`src/rtl/sram_stream_pkg.sv`:
```
// Shared encodings and sizing constants for the SRAM-backed stream buffer.
package sram_stream_pkg;

    // Arbitration priority between the write and read sides of the SRAM port.
    typedef enum logic {
        PRIO_WR = 1'b0,
        PRIO_RD = 1'b1
    } prio_e;

    // Entries in the read-return buffer that decouples output back-pressure from the SRAM.
    localparam int OBUF_DEPTH = 2;

endpackage

```
`src/rtl/sram_stream_obuf.sv`:
```
// Two-entry output FIFO holding SRAM read returns; head entry drives the read stream.
module sram_stream_obuf
    import sram_stream_pkg::*;
#(
    parameter int BW_DATA = 64
) (
    input  logic               i_clk,
    input  logic               i_rst,
    input  logic               i_push,
    input  logic [BW_DATA-1:0] i_data,
    input  logic               i_pop,
    output logic               o_valid,
    output logic [BW_DATA-1:0] o_data,
    output logic [1:0]         o_occ
);

    logic [BW_DATA-1:0] head_q, head_d;
    logic [BW_DATA-1:0] tail_q, tail_d;
    logic [1:0]         occ_q, occ_d;
    logic               pop_ok;

    // Next-state: pop shifts tail into head; push lands in the first free slot after the pop.
    always_comb begin
        pop_ok = i_pop && (occ_q != 2'd0);
        head_d = head_q;
        tail_d = tail_q;
        if (pop_ok) begin
            head_d = tail_q;
        end
        if (i_push) begin
            if ((occ_q == 2'd0) || ((occ_q == 2'd1) && pop_ok)) begin
                head_d = i_data;
            end else begin
                tail_d = i_data;
            end
        end
        occ_d = occ_q + 2'(i_push) - 2'(pop_ok);
    end

    // State register; reset empties the buffer and zeroes the presented word.
    always_ff @(posedge i_clk) begin
        if (i_rst) begin
            head_q <= '0;
            tail_q <= '0;
            occ_q  <= '0;
        end else begin
            head_q <= head_d;
            tail_q <= tail_d;
            occ_q  <= occ_d;
        end
    end

    assign o_valid = (occ_q != 2'd0);
    assign o_data  = head_q;
    assign o_occ   = occ_q;

    // Depth sanity: the buffer must never be asked to hold more than OBUF_DEPTH words.
    localparam logic [1:0] OCC_MAX = 2'(OBUF_DEPTH);
    logic unused_ok;
    assign unused_ok = (occ_q <= OCC_MAX);

endmodule

```
`src/rtl/sram_stream_buffer.sv`:
```
// Stream FIFO controller multiplexing one single-port SRAM between writes and reads.
module sram_stream_buffer
    import sram_stream_pkg::*;
#(
    parameter int BW_DATA = 64,
    parameter int BW_ADDR = 6
) (
    input  logic               i_clk,
    input  logic               i_rst,
    input  logic               i_in_valid,
    output logic               o_in_ready,
    input  logic [BW_DATA-1:0] i_in_data,
    output logic               o_out_valid,
    input  logic               i_out_ready,
    output logic [BW_DATA-1:0] o_out_data,
    output logic [BW_ADDR:0]   o_count,
    output logic [BW_ADDR-1:0] o_sram_addr,
    output logic [BW_DATA-1:0] o_sram_data,
    output logic               o_sram_wen,
    output logic               o_sram_oen,
    input  logic [BW_DATA-1:0] i_sram_data
);

    localparam int DEPTH = 2 ** BW_ADDR;

    logic [BW_ADDR-1:0] wr_ptr_q, wr_ptr_d;
    logic [BW_ADDR-1:0] rd_ptr_q, rd_ptr_d;
    logic [BW_ADDR:0]   count_q, count_d;
    prio_e              prio_q, prio_d;
    logic               rd_inflight_q, rd_inflight_d;

    logic [1:0] obuf_occ;
    logic       obuf_pop;
    logic       full, empty, rd_want, rd_issue, wr_issue;

    // Arbitration, SRAM pin drive and next-state; read credit counts buffered plus in-flight words.
    always_comb begin
        full       = (count_q == (BW_ADDR+1)'(DEPTH));
        empty      = (count_q == '0);
        rd_want    = !empty && ((obuf_occ + {1'b0, rd_inflight_q}) < 2'(OBUF_DEPTH));
        rd_issue   = rd_want && ((prio_q == PRIO_RD) || !(i_in_valid && !full));
        o_in_ready = !full && !(rd_want && (prio_q == PRIO_RD));
        wr_issue   = i_in_valid && o_in_ready;

        wr_ptr_d      = wr_ptr_q;
        rd_ptr_d      = rd_ptr_q;
        count_d       = count_q;
        prio_d        = prio_q;
        rd_inflight_d = rd_issue;
        o_sram_addr   = '0;
        o_sram_data   = '0;
        o_sram_wen    = 1'b0;
        o_sram_oen    = 1'b0;

        if (wr_issue) begin
            o_sram_wen  = 1'b1;
            o_sram_addr = wr_ptr_q;
            o_sram_data = i_in_data;
            wr_ptr_d    = wr_ptr_q + (BW_ADDR)'(1);
            count_d     = count_q + (BW_ADDR+1)'(1);
        end else if (rd_issue) begin
            o_sram_oen  = 1'b1;
            o_sram_addr = rd_ptr_q;
            rd_ptr_d    = rd_ptr_q + (BW_ADDR)'(1);
            count_d     = count_q - (BW_ADDR+1)'(1);
        end

        // A write that beat a waiting read hands the next slot to the read side.
        if (wr_issue && rd_want) begin
            prio_d = PRIO_RD;
        end else if (rd_issue) begin
            prio_d = PRIO_WR;
        end
    end

    // Control state register; reset also drops any read return still in flight.
    always_ff @(posedge i_clk) begin
        if (i_rst) begin
            wr_ptr_q      <= '0;
            rd_ptr_q      <= '0;
            count_q       <= '0;
            prio_q        <= PRIO_WR;
            rd_inflight_q <= 1'b0;
        end else begin
            wr_ptr_q      <= wr_ptr_d;
            rd_ptr_q      <= rd_ptr_d;
            count_q       <= count_d;
            prio_q        <= prio_d;
            rd_inflight_q <= rd_inflight_d;
        end
    end

    assign obuf_pop = o_out_valid && i_out_ready;
    assign o_count  = count_q;

    sram_stream_obuf #(
        .BW_DATA (BW_DATA)
    ) u_obuf (
        .i_clk   (i_clk),
        .i_rst   (i_rst),
        .i_push  (rd_inflight_q),
        .i_data  (i_sram_data),
        .i_pop   (obuf_pop),
        .o_valid (o_out_valid),
        .o_data  (o_out_data),
        .o_occ   (obuf_occ)
    );

endmodule

```
`config.mk`:
```
export PLATFORM = sky130hd
export DESIGN_NAME = sram_stream_buffer
export DESIGN_NICKNAME = d
export VERILOG_FILES = /design/src/rtl/sram_stream_pkg.sv /design/src/rtl/sram_stream_obuf.sv /design/src/rtl/sram_stream_buffer.sv
export SDC_FILE = /design/constraint.sdc
export NUM_CORES = 1
export LEC_CHECK = 0
export BUFFER_PORTS_ARGS = -buffer_cell sky130_fd_sc_hd__buf_2
export CORE_ASPECT_RATIO = 1.4
export CORE_MARGIN = 2
export CORE_UTILIZATION = 35
export CTS_BUF_LIST = sky130_fd_sc_hd__clkbuf_2 sky130_fd_sc_hd__clkbuf_4 sky130_fd_sc_hd__clkbuf_8
export CTS_CLUSTER_DIAMETER = 100
export DETAILED_ROUTE_END_ITERATION = 6
export PLACE_DENSITY = 0.65
export SETUP_SLACK_MARGIN = 0.02
export SKIP_CTS_REPAIR_TIMING = 1
export SYNTH_ARGS = -nofsm -noshare
export SYNTH_HDL_FRONTEND = slang
export SYNTH_SLANG_ARGS = --single-unit
```
`constraint.sdc`:
```
create_clock -name i_clk -period 4.3 [get_ports i_clk]
set_clock_uncertainty 0.15 [all_clocks]
set_input_delay 0.645 -clock i_clk [delete_from_list [all_inputs] [get_ports i_clk]]
set_output_delay 0.645 -clock i_clk [all_outputs]
set_load 0.01 [all_outputs]
```
; Word-level counts from Yosys, hierarchy flattened
; Cells that the tools add are included.
[word_totals]
output_inout_bits = 145
ram_bits = 0
in_bits = 132
rom_bits = 0
latchBits = 0
memories = 0
ff_bits = 151
[op_classes]
n_eq_ne = 2
addsub = 6
muxes = 13
shift = 0
n_mul = 0
bitwise = 2
reduce_logical = 23
order_cmp = 1
n_div = 0
[ops]
columns = op, n
row1 = 64-bit two-way mux, 4
row2 = 7-bit two-way mux, 2
row3 = "6-bit by 1-bit adder with 6-bit output, second input constant", 2
row4 = 6-bit two-way mux, 2
row5 = 1-bit logical AND, 10
row6 = "7-bit by 1-bit adder with 7-bit output, second input constant", 1
row7 = "7-bit equality test, second input constant", 1
row8 = 7-bit logical NOT, 1
row9 = "7-bit by 1-bit subtractor with 7-bit output, second input constant", 1
row10 = 2-bit nonzero test, 3
row11 = 1-bit two-way mux, 5
row12 = 1-bit logical NOT, 4
row13 = 2-bit AND reduction, 2
row14 = 2-bit by 1-bit adder with 2-bit output, 1
row15 = "2-bit by 1-bit equality test with 1-bit output, second input constant", 1
row16 = 2-bit logical NOT, 1
row17 = 1-bit logical OR, 2
row18 = "2-bit < comparator, second input constant", 1
row19 = 1-bit NOT, 2
row20 = 2-bit by 1-bit subtractor with 2-bit output, 1

; Longest topological paths before layout
[depth]
depth_word = 9
ltp_mapped = 12
depth_no_buf = 11

; Hierarchy
; From an unflattened synthesis, not the netlist that was laid out.
[hier_totals]
cells_unflattened = 882
hier_area_um2 = 8044.0
[by_module_without_submodules]
columns = mod, area_per_inst_um2, instances, cells_each
row1 = sram_stream_obuf, 6302.3, 1, 655
row2 = sram_stream_buffer, 1741.7, 1, 227

; Least setup slack after synthesis
; No wires, ideal clock.
[synth_timing]
path_type = register to register
startpoint = register count_q[0], in the netlist o_count[0]
endpoint = register count_q[6], in the netlist o_count[6]
period_less_slack_ns = 3.112
path_slack_ns = 1.188
path_buffers = 1
setup_ns = 0.123
arrival_ns = 2.839
path_stages_with_launch = 12
required_time_ns = 4.027
cell_sequence = dfxtp_1 nor4_4 a211o_2 and2_1 buf_6 inv_2 fa_1 a211oi_1 o21bai_1 a21oi_1 mux2i_1 mux2_1
[synth_between]
elab_chain_cells = 8
elab_cells_between_ends = 18
classes_between = add/sub: 2 / eq/ne: 1 / mux: 2 / reduce/logical: 13
[synth_lines]
columns = element, line_no
row1 = from (decl), sram_stream_buffer.sv:28  ; logic [BW_ADDR:0] count_q, count_d;
row2 = from (signal assigned), sram_stream_buffer.sv:87  ; count_q <= count_d;
row3 = branches (longest 8 deep; another with 7-bit by 1-bit subtractor with 7-bit output), -
; Parallel ways; which one is timed is not known. The select of a mux whose other input is x is not followed.
; A chain may end at the register's enable or synchronous reset.

; Worst setup path after layout
[layout_timing]
startpoint = register rd_inflight_q
endpoint = register count_q[6], in the netlist o_count[6]
[layout_between]
elab_chain_cells = 8
elab_cells_between_ends = 10
classes_between = add/sub: 1 / order compare: 1 / mux: 1 / reduce/logical: 7
[layout_lines]
columns = element, line_no
row1 = from (decl), sram_stream_buffer.sv:30  ; logic rd_inflight_q, rd_inflight_d;
row2 = from (signal assigned), sram_stream_buffer.sv:89  ; rd_inflight_q <= rd_inflight_d;
row3 = 2-bit by 1-bit adder with 2-bit output *, sram_stream_buffer.sv:40  ; rd_want = !empty && ((obuf_occ + {1'b0, rd_inflight_q}) < 2'(OBUF_DEPTH));
row4 = 2-bit < comparator *, sram_stream_buffer.sv:40
row5 = 1-bit logical AND *, sram_stream_buffer.sv:40
row6 = 1-bit logical AND, sram_stream_buffer.sv:42  ; o_in_ready = !full && !(rd_want && (prio_q == PRIO_RD));
row7 = 1-bit logical NOT, sram_stream_buffer.sv:42
row8 = 1-bit logical AND, sram_stream_buffer.sv:42
row9 = 1-bit logical AND, sram_stream_buffer.sv:43  ; wr_issue = i_in_valid && o_in_ready;
row10 = 7-bit two-way mux or 2-bit nonzero test (tied branches), -
; Mark *: on every way between the ends. The rest lies on a longest branch, timed or not.

==> results.sh <==
export IMPL_gp_congestion=0.807
export IMPL_drtIter0Drc=363
export IMPL_design_area_mm2=0.00869
export IMPL_final_nets=1171
export IMPL_synth_area_mm2=0.00674
export IMPL_vdd_drop_max_uv=242
export IMPL_placed_cell_area_mm2=0.00828
export IMPL_fmax_mhz=277
export IMPL_cts_buffers=17
export IMPL_cts_tree="built"
export IMPL_core_area_mm2=0.0191
export IMPL_multi_input_area_mm2=0.00346
export IMPL_synth_top_area_share_pct=44.8
export IMPL_clk_path_buf_depth=2
export IMPL_design_die_area_mm2=0.0204
export IMPL_yosysTopAreaCell="dfxtp_1"
export IMPL_synthCells=793
export IMPL_routed_wl_um=19500
export IMPL_tightest_slew_ns=0.872
export IMPL_synth_most_common_cell="dfxtp_1"
export IMPL_io_pins=277
export IMPL_cp_start_kind="flip-flop"
export IMPL_cts_sinks=151
export IMPL_final_max_slew_viol_count=0
export IMPL_synthTopCellsByCount="dfxtp_1, nand2_1, nor2_1"
export IMPL_vias=6402
export IMPL_grt_use_total_pct=18.9
export IMPL_chipWidth_um=121
export IMPL_crit_fanout=10
export IMPL_relSlewSlack_pct=41.8
export IMPL_synth_area_leaders="dfxtp_1, mux2i_1, a211oi_1"
export IMPL_fillers=1941
export IMPL_io_buffers=276
export IMPL_outcome="completed"
export IMPL_rows=60
export IMPL_setup_tns_ns=0
export IMPL_ys_async_sr_fraction_pct=0
export IMPL_start_util_pct=35.4
export IMPL_power_w=0.00559
export IMPL_synth_fp_nets=935
export IMPL_hold_viol=0
export IMPL_critPathKind="reg2reg"
export IMPL_post_dp_hpwl_um=13400
export IMPL_cts_root_buf="clkbuf_8"
export IMPL_period_needed_ns=3.61
export IMPL_critPathCaptureType="flip-flop"
export IMPL_fin_util_pct=45.6
export IMPL_htreeDepth=4
export IMPL_maxCapViolations=0
export IMPL_antenna_found_initial=1
export IMPL_vias_per_cell=4.96
export IMPL_grt_pass1_vias=6117
export IMPL_synth_ff_type="dfxtp_1"
export IMPL_min_path_type="in2reg"
export IMPL_cts_clk_slew_worst_paths_ns=0.09
export IMPL_fin_crit_sh_pct=83.9
export IMPL_arrival_ns=3.80
export IMPL_fp_dieH_um=168
export IMPL_yosysWarnings=0
export IMPL_drc_errors=0
export IMPL_ys_seq_elements=151
export IMPL_grt_max_degree=93
export IMPL_clock_latency_ns=0.45
export IMPL_drtPass1Iterations=6
export IMPL_powerDensity_mw_per_mm2=643
export IMPL_syn_area_per_cell_um2=8.50
export IMPL_area_growth_pct=28.9
export IMPL_grt_first_pass_wirelength_um=30500
export IMPL_overflow=0
export IMPL_drive_above_1_share_pct=31.4
export IMPL_leakage_nw=4.36
export IMPL_cp_data_required_time_ns=4.49
export IMPL_yosysSeqAreaShare_pct=44.8
export IMPL_ff_latch_area_mm2=0.00302
export IMPL_setup_viol=0
export IMPL_antenna_left=0
export IMPL_wl_per_cell_um=15.1
export IMPL_synth_edf_count=0
export IMPL_ys_types=37
export IMPL_hold_slack_ns=0.278
export IMPL_rsz0062_at_grt="no"
critical path, cell delays in order (launching register included):
cell      delay, ns
dfxtp_1        0.45
ha_1           0.20
xor2_1         0.41
a211o_2        0.19
and2_1         0.36
inv_2          0.16
fa_1           0.45
a211oi_1       0.29
o21bai_1       0.11
a21oi_1        0.19
mux2i_1        0.21
mux2_1         0.33
final cells by class:
cell class	count	area share (%)
multi-input combinational	568	39.8
clock inverter	15	1.93
clock buffer	17	2.69
antenna	1	0.0288
sequential	151	34.8
inverter	7	0.302
timing repair buffer	284	16.9
tap	248	3.57
sequential cells by signal, summed over array words and instances, names as in the netlist:
signal,cells
prio_q,1
u_obuf.o_data,64
o_count,7
rd_inflight_q,1
u_obuf.tail_q,64
rd_ptr_q,6
u_obuf.o_occ,2
wr_ptr_q,6
worst paths after layout:
check | cells past startpoint | start | end | slack (ns)
setup / recovery | 11 | rd_inflight_q$_SDFF_PP0_ | o_count[6]$_SDFFE_PP0P_ | 0.69
hold / removal | 3 | i_sram_data[34] | u_obuf.tail_q[34]$_SDFFE_PP0P_ | 0.28
setup reg to reg | 11 | rd_inflight_q$_SDFF_PP0_ | o_count[6]$_SDFFE_PP0P_ | 0.69
hold reg to reg | 2 | u_obuf.tail_q[32]$_SDFFE_PP0P_ | u_obuf.tail_q[32]$_SDFFE_PP0P_ | 0.31
cell usage in the layout, fill, tap and decap left out, types with 3 or more instances in the layout:
cell type,synthesis,layout
a211oi_1,68,68
a21o_1,4,4
a21oi_1,71,71
a22o_1,6,6
and2_1,6,6
and3_1,65,65
buf_2,5,275
buf_4,3,7
clkbuf_8,0,17
clkinvlp_4,0,4
dfxtp_1,151,151
ha_1,9,9
inv_1,6,6
inv_6,0,5
mux2i_1,71,71
nand2_1,132,130
nand3_1,4,4
nand4_1,6,6
nor2_1,88,88
nor3_1,5,5
o21ai_0,3,3
xnor2_1,5,5
xor2_1,10,10
per-stage QoR:
step,setup slack (ns),std cells
after floorplan,1.19,793
after global routing,0.450,1291
final,0.692,1291
after detailed placement,0.732,1258
after global placement,0.774,1258
after CTS,0.698,1290
routing by layer:
metal  vias to the layer above  GRT usage [%]  part of all wire, %
met5                         -              0                    0
met4                         0           5.85                  1.3
met3                        19           4.64                  6.1
met2                       216           34.4                   51
met1                      2945           21.5                   41
li1                       3222              -                    -
where the power goes:
group,leakage [nW],switching [W],internal [W]
Combinational,2.94,0.00145,0.00102
Sequential,1.23,0.000239,0.00177
Clock,0.192,0.000588,0.000528
kinds of logic (layout without fill, tap and decap cells):
family | after synthesis | after routing | synth area share [%]
xor+xnor | 15 | 15 | 1.95
flops | 151 | 151 | 44.8
compound gates | 158 | 158 | 15.0
fa+ha+maj | 10 | 10 | 1.97
simple gates | 313 | 313 | 21.0
buf+inv | 74 | 323 | 4.49
other cells | 0 | 1 | 0
mux | 72 | 72 | 10.7
(Power assumes the default switching activity.)
